### config.mk
export PLATFORM = sky130hd
export DESIGN_NAME = count_monitor
export DESIGN_NICKNAME = d
export VERILOG_FILES = /design/src/rtl/count_monitor.sv
export SDC_FILE = /design/constraint.sdc
export NUM_CORES = 1
export LEC_CHECK = 0
export ABC_AREA = 1
export BUFFER_PORTS_ARGS = -buffer_cell sky130_fd_sc_hd__buf_4
export CAP_MARGIN = 20
export CORE_MARGIN = 2
export CORE_UTILIZATION = 25
export DETAILED_ROUTE_END_ITERATION = 7
export MAX_ROUTING_LAYER = met4
export PLACE_DENSITY = 0.52
export SKIP_CTS_REPAIR_TIMING = 1
export SLEW_MARGIN = 20
export SYNTH_ARGS = -nofsm -noshare
export SYNTH_HDL_FRONTEND = slang
export SYNTH_SLANG_ARGS = --single-unit
### constraint.sdc
create_clock -name clk -period 1.9 [get_ports clk]
set_input_delay 0.285 -clock clk [delete_from_list [all_inputs] [get_ports clk]]
set_output_delay 0.285 -clock clk [all_outputs]
set_load 0.05 [all_outputs]
### src/rtl/count_monitor.sv
// count_monitor
// Watches the COUNT bus of a WIDTH-bit free-running counter.
// Each enabled cycle it checks that the count moved by a legal step:
//   +1, hold, wrap from max to 0, or restart to 0.
// It raises one-cycle MATCH and WRAP event pulses.
// It keeps a saturating tally of wraps.
// It latches a sticky STEP_ERR on any other jump.
//
// Ports
//   clk         rising-edge clock
//   reset       synchronous active-high reset, dominates everything
//   en          sampling enable; count_in is evaluated only when high
//   count_in    count value from the counter
//   match_load  loads match_val into the match register
//   match_val   match value to load
//   clr_err     clears step_err (a coincident illegal step wins)
//   match       one-cycle pulse when the count changes to the match value
//   wrap        one-cycle pulse on a max -> 0 step
//   wraps       saturating wrap tally
//   step_err    sticky illegal-step flag
//   locked      high while tracking (FSM in TRACK)
module count_monitor #(
    parameter int WIDTH  = 4,
    parameter int WRAP_W = 8
) (
    input  logic              clk,
    input  logic              reset,
    input  logic              en,
    input  logic [WIDTH-1:0]  count_in,
    input  logic              match_load,
    input  logic [WIDTH-1:0]  match_val,
    input  logic              clr_err,
    output logic              match,
    output logic              wrap,
    output logic [WRAP_W-1:0] wraps,
    output logic              step_err,
    output logic              locked
);

    typedef enum logic [0:0] {
        IDLE  = 1'b0,
        TRACK = 1'b1
    } state_t;

    localparam logic [WIDTH-1:0] MAX_COUNT  = {WIDTH{1'b1}};
    localparam logic [WIDTH-1:0] ZERO_COUNT = {WIDTH{1'b0}};
    localparam logic [WIDTH-1:0] ONE_COUNT  = {{(WIDTH-1){1'b0}}, 1'b1};
    localparam logic [WRAP_W-1:0] WRAPS_MAX = {WRAP_W{1'b1}};
    localparam logic [WRAP_W-1:0] WRAPS_ONE = {{(WRAP_W-1){1'b0}}, 1'b1};

    state_t            state_r;
    state_t            state_nxt_s;
    logic [WIDTH-1:0]  prev_r;
    logic [WIDTH-1:0]  prev_nxt_s;
    logic [WIDTH-1:0]  match_reg_r;
    logic              match_s;
    logic              wrap_s;
    logic              err_s;
    logic              match_r;
    logic              wrap_r;
    logic [WRAP_W-1:0] wraps_r;
    logic              step_err_r;
    logic              locked_r;

    // Next-state decode and step classification.
    // The first sample after IDLE only resynchronises prev and never produces events.
    // Wrap is tested before +1, because prev+1 overflows to 0 when prev is max.
    always_comb begin
        state_nxt_s = state_r;
        prev_nxt_s  = prev_r;
        match_s     = 1'b0;
        wrap_s      = 1'b0;
        err_s       = 1'b0;
        case (state_r)
            IDLE: begin
                if (en) begin
                    state_nxt_s = TRACK;
                    prev_nxt_s  = count_in;
                end else begin
                    state_nxt_s = IDLE;
                end
            end
            TRACK: begin
                if (en) begin
                    prev_nxt_s = count_in;
                    match_s    = (count_in != prev_r) && (count_in == match_reg_r);
                    if (count_in == prev_r) begin
                        wrap_s = 1'b0;
                    end else if ((prev_r == MAX_COUNT) && (count_in == ZERO_COUNT)) begin
                        wrap_s = 1'b1;
                    end else if (count_in == (prev_r + ONE_COUNT)) begin
                        wrap_s = 1'b0;
                    end else if (count_in == ZERO_COUNT) begin
                        wrap_s = 1'b0;
                    end else begin
                        err_s = 1'b1;
                    end
                end else begin
                    state_nxt_s = IDLE;
                end
            end
            default: begin
                state_nxt_s = IDLE;
            end
        endcase
    end

    // State, last sample and match register.
    // A match load takes effect for comparisons from the next edge onward.
    always_ff @(posedge clk) begin
        if (reset) begin
            state_r     <= IDLE;
            prev_r      <= ZERO_COUNT;
            match_reg_r <= ZERO_COUNT;
        end else begin
            state_r <= state_nxt_s;
            prev_r  <= prev_nxt_s;
            if (match_load) begin
                match_reg_r <= match_val;
            end else begin
                match_reg_r <= match_reg_r;
            end
        end
    end

    // Registered outputs.
    // The wrap tally saturates at its maximum value.
    // A new illegal step takes priority over clr_err.
    always_ff @(posedge clk) begin
        if (reset) begin
            match_r    <= 1'b0;
            wrap_r     <= 1'b0;
            wraps_r    <= {WRAP_W{1'b0}};
            step_err_r <= 1'b0;
            locked_r   <= 1'b0;
        end else begin
            match_r  <= match_s;
            wrap_r   <= wrap_s;
            locked_r <= (state_nxt_s == TRACK);
            if (wrap_s && (wraps_r != WRAPS_MAX)) begin
                wraps_r <= wraps_r + WRAPS_ONE;
            end else begin
                wraps_r <= wraps_r;
            end
            if (err_s) begin
                step_err_r <= 1'b1;
            end else if (clr_err) begin
                step_err_r <= 1'b0;
            end else begin
                step_err_r <= step_err_r;
            end
        end
    end

    assign match    = match_r;
    assign wrap     = wrap_r;
    assign wraps    = wraps_r;
    assign step_err = step_err_r;
    assign locked   = locked_r;

endmodule

* Word level (Yosys, flattened, before mapping)
Cells that the tools add are included.
** Cells by class
- Add/subtract/negate cells :: 2
- Multiply operators :: 0
- Divide/modulo/power cells :: 0
- $lt $le $gt $ge :: 0
- Eq/ne operators :: 6
- Shift operators :: 0
- Multiplexer cells :: 14
- Bitwise gates (word level) :: 2
- Reduce and logical (&&, ||, !) cells :: 6
** Operator list (number)
- 2-to-1 mux 1 bit :: 13
- equality test 4 bit :: 3
- adder 8 x 1 -> 8 bit, second input constant :: 1
- inequality test 8 bit, second input constant :: 1
- adder 4 x 1 -> 4 bit, second input constant :: 1
- equality test 4 bit, second input constant :: 1
- zero test 4 bit :: 1
- 2-to-1 mux 4 bit :: 1
- inequality test 4 bit :: 1
- logical AND 1 bit :: 3
- OR reduction 3 bit :: 1
- NOT 1 bit :: 2
- nonzero test 2 bit :: 1
** Word-level totals
- Bits in registers :: 20
- Bits in latches :: 0
- RAM bits :: 0
- Bits in read-only memories :: 0
- Input port bits :: 13
- Output and inout bits :: 12
- Memories kept :: 0

* Longest topological paths before layout
- Word-level depth :: 8
- Mapped depth :: 10

* Worst setup path after synthesis
No wires, ideal clock.
- Path type :: reg-to-reg
- Start :: reg wraps_r[0], in the netlist wraps[0]
- End :: reg wraps_r[7], in the netlist wraps[7]
- Library setup time :: 0.134 ns
- Arrival :: 1.575 ns
- Path slack :: 0.192 ns
- Cell stages (with the launch flop) :: 9
- Cell sequence :: dfxtp_1 ha_1 nand3_1 nor2_1 nand2_1 nand3_4 inv_2 nand2_1 a21oi_1
** On the way
- Cells in the longest elaborated chain, start to end :: 2
- Elaborated cells on any way between the ends :: 3
** Ends and longest elaborated chain
- start, declared :: line 61 : logic [WRAP_W-1:0] wraps_r;
- start signal, assigned :: line 133 : wraps_r <= {WRAP_W{1'b0}};
- start signal, assigned :: line 141 : wraps_r <= wraps_r + WRAPS_ONE;
- start signal, assigned :: line 143 : wraps_r <= wraps_r;
- branches (longest 2 deep; another with adder 8 x 1 -> 8 bit)
Several ways; the timed one is not identified.
A chain may end at the register's enable or synchronous reset.

* Final worst setup path
- Start :: reg prev_r[0]
- End :: reg wraps_r[0], in the netlist wraps[0]
** On the way
- Cells in the longest elaborated chain, start to end :: 7
- Elaborated cells on any way between the ends :: 8
** Ends and longest elaborated chain
- start, declared :: line 53 : logic [WIDTH-1:0] prev_r;
- start signal, assigned :: line 117 : prev_r <= prev_nxt_s;
- equality test 4 bit :: line 89 : end else if ((prev_r == MAX_COUNT) && (count_in == ZERO_COUNT)) begin
- logical AND 1 bit :: line 89
- 2-to-1 mux 1 bit :: line 89
- 2-to-1 mux 1 bit (*) :: line 87 : if (count_in == prev_r) begin
- 2-to-1 mux 1 bit (*) :: line 84 : if (en) begin
- 2-to-1 mux 1 bit (*) :: line 74 : case (state_r)
- logical AND 1 bit (*) :: line 140 : if (wrap_s && (wraps_r != WRAPS_MAX)) begin
Mark *: on every way between the ends. The rest lies on a longest branch, timed or not.

==> flow_summary.ini <==
[detailed_routing]
wirelength_mm = 2.41
viasPerCell = 4.31
wire_per_inst_um = 10.0
dr.pass1.iters = 4
drtIter0Drc = 62
drc = 0
ant_nets = 0
vias = 1034

[worst_setup_path]
critPathRequiredTime_ps = 2100
setup.worst_path.end = wraps[0]
crit_path_start = prev_r[0]
cp-start-kind = flip-flop
slowest_stage = dfxtp_1
path_max_fanout = 10
crit_path_max_incr_delay_ps = 440
crit_chain = ha_1 > nand3_2 > nor2_4 > nand3_4 > or2_1 > a21oi_2
r2r_cells = 6
cp_data_arrival_time_ps = 1700
end_kind = flip-flop
criticalPathCategory = flip-flop to flip-flop
regToRegSetupSlack_ps = 400
r2r_end = wraps[0]
timing.rr.start = prev_r[0]

[power]
power_frac_seq = 0.441
p_sw_frac = 0.242
p_leak_nw = 0.647
internal-power_uw = 764
power_switching_uw = 244
peakVddDrop_v = 0.000318
p_clk_frac = 0.438
p_per_area_nw_per_um2 = 716
power_frac_comb = 0.120

[grt]
overflow = 0
met3_usage = 0.0228
grt_max_degree = 21
gr-usage-met1 = 0.145
busiest_layer = met2
grt_use_met2 = 0.158
antenna_found_initial = 0
grt_pass1_wl_mm = 4.17
first_global_vias = 923
grt_util_all_layers = 0.108

[die]
dieHeight_um = 70.6
start_util = 0.256
die-area_um2 = 4980
ios = 25
core_area_um2 = 4320
rows = 24
die_x_um = 70.6

[synthesis]
syn_nets = 178
synth_flop_cell = dfxtp_1
netlist_area_um2 = 1110
synth-edff-count = 0
yosysWarnings = 0
synth_cell_types = 23
ys_seq_area_frac = 0.362
postSynthAreaPerCell_um2 = 6.79
ys_async_sr_fraction = 0
syn_inst = 163
synth_seq_cells = 20

[sta]
hold_ws_ps = 292
setup_violations = 0
rsz0062_at_grt = no
setup_tns_ps = 0
drv_slew = 0
hold_viol = 0
fin_crit_sh = 0.789
fmax_mhz = 667
clock_skew_ps = 11.1
tightestPinTransition_ps = 220
period_minus_slack_ps = 1500
slew_headroom = 0.852

[cts]
clk_path_buf_depth = 2
tritoncts = yes
clk_latency_ps = 270
cts_root_buffer = clkbuf_8
cts.sinks = 20
htreeDepth = 1
cts_made_buffers = 3
clkTransAtPathRegs_ps = 90

[layout]
nNetsFinal = 204
postLayoutCoreUtil = 0.326
drive_above_1_share = 0.202
area_growth_syn_to_layout_pct = 27.2
n_antenna_cell = 0

[flow_run]
maxCapViolCount = 0

[placement]
hpwl_mm = 1.81
numPortBuffers = 24
place.gp.congestion = 0.786

[hold_path]
hold_class = input pin to flip-flop

[run_status]
status = complete, no violations
-- sequential cells by signal (all words and copies together) (netlist names) --
name	cells
step_err	1
wrap	1
wraps	8
match	1
prev_r	4
locked	1
match_reg_r	4
-- power by group through the flow --
stage	clock [mW]	sequential, mW	combinational (mW)
finish	0.442	0.445	0.121
CTS	0.449	0.445	0.124
global placement	0	0.455	0.123
detailed placement	0	0.455	0.123
global route	0.474	0.447	0.140
floorplan	0	0.460	0.0743
-- per-stage QoR --
stage | cell area (um^2) | setup WS (ps) | power (mW) | instances
after floorplan | 1110 | 192 | 0.534 | 163
after global placement | 1340 | 440 | 0.577 | 236
after detailed placement | 1340 | 435 | 0.578 | 236
after CTS | 1410 | 391 | 1.02 | 240
after global routing | 1410 | 281 | 1.06 | 240
final | 1410 | 402 | 1.01 | 240
-- cells in the mapped netlist, types with 2 or more instances --
cell	number	area, um^2
nand3_1	8	40.0
inv_1	21	78.8
clkbuf_1	2	7.51
inv_2	3	11.3
nand2_2	2	12.5
dfxtp_1	20	400
o22ai_1	2	12.5
xnor2_1	4	35.0
ha_1	2	25.0
a21oi_1	9	45.0
nand2_1	49	184
xor2_1	3	26.3
nor2_1	21	78.8
a211oi_1	8	60.1
-- routing by layer --
layer  up-vias  share of wire
met4         0          0.022
met2        21           0.43
li1        566              -
met5         -              0
met1       443           0.50
met3         4          0.043
-- area by class of cell --
type / count / area [um^2]
Fill cell: 504 / 2920
Inverter: 24 / 90.1
Clock inverter: 1 / 30.0
Clock buffer: 3 / 41.3
Timing Repair Buffer: 24 / 180
Sequential cell: 20 / 400
Tap cell: 52 / 65.1
Multi-Input combinational cell: 116 / 602
-- cell usage in the layout (no fill, tap or decap) --
cell,instances
nand2_1,49
buf_4,24
inv_1,21
nor2_1,21
dfxtp_1,20
a21oi_1,9
nand3_1,8
a211oi_1,8
xnor2_1,4
inv_2,3
xor2_1,3
clkbuf_8,3
nand2_2,2
o22ai_1,2
ha_1,2
nor3_4,1
nand3_2,1
nor2_4,1
nand3_4,1
or2_1,1
a21oi_2,1
nand4_1,1
nor4_1,1
bufinv_16,1
-- logic make-up (layout without fill, tap and decap cells) --
kind of cell | count (synthesis) | in the layout | share of synthesized area
fa+ha+maj | 2 | 2 | 0.0226
flops | 20 | 20 | 0.362
simple gates | 87 | 87 | 0.351
compound gates | 20 | 20 | 0.114
xor+xnor | 7 | 7 | 0.0554
buf+inv | 27 | 52 | 0.0949
-- worst max-delay path, delay by kind of cell (launching register included) --
family,cells,cell delay [ps]
AO/OA/AOI/OAI,1,110
adder cells (fa/ha/maj),1,250
flip-flops,1,440
AND/OR/NAND/NOR,4,630
-- how the worst min path moves through the flow --
stage,startpoint,to,slack (ps),depth (start not counted)
after floorplan,match_reg_r[2],match_reg_r[2],450,2
after global placement,match_reg_r[2],match_reg_r[2],470,2
after detailed placement,match_reg_r[2],match_reg_r[2],460,2
after CTS,en,locked,290,3
after global routing,en,prev_r[3],290,2
final,en,locked,290,3
Power figures use the tool's default switching activity.
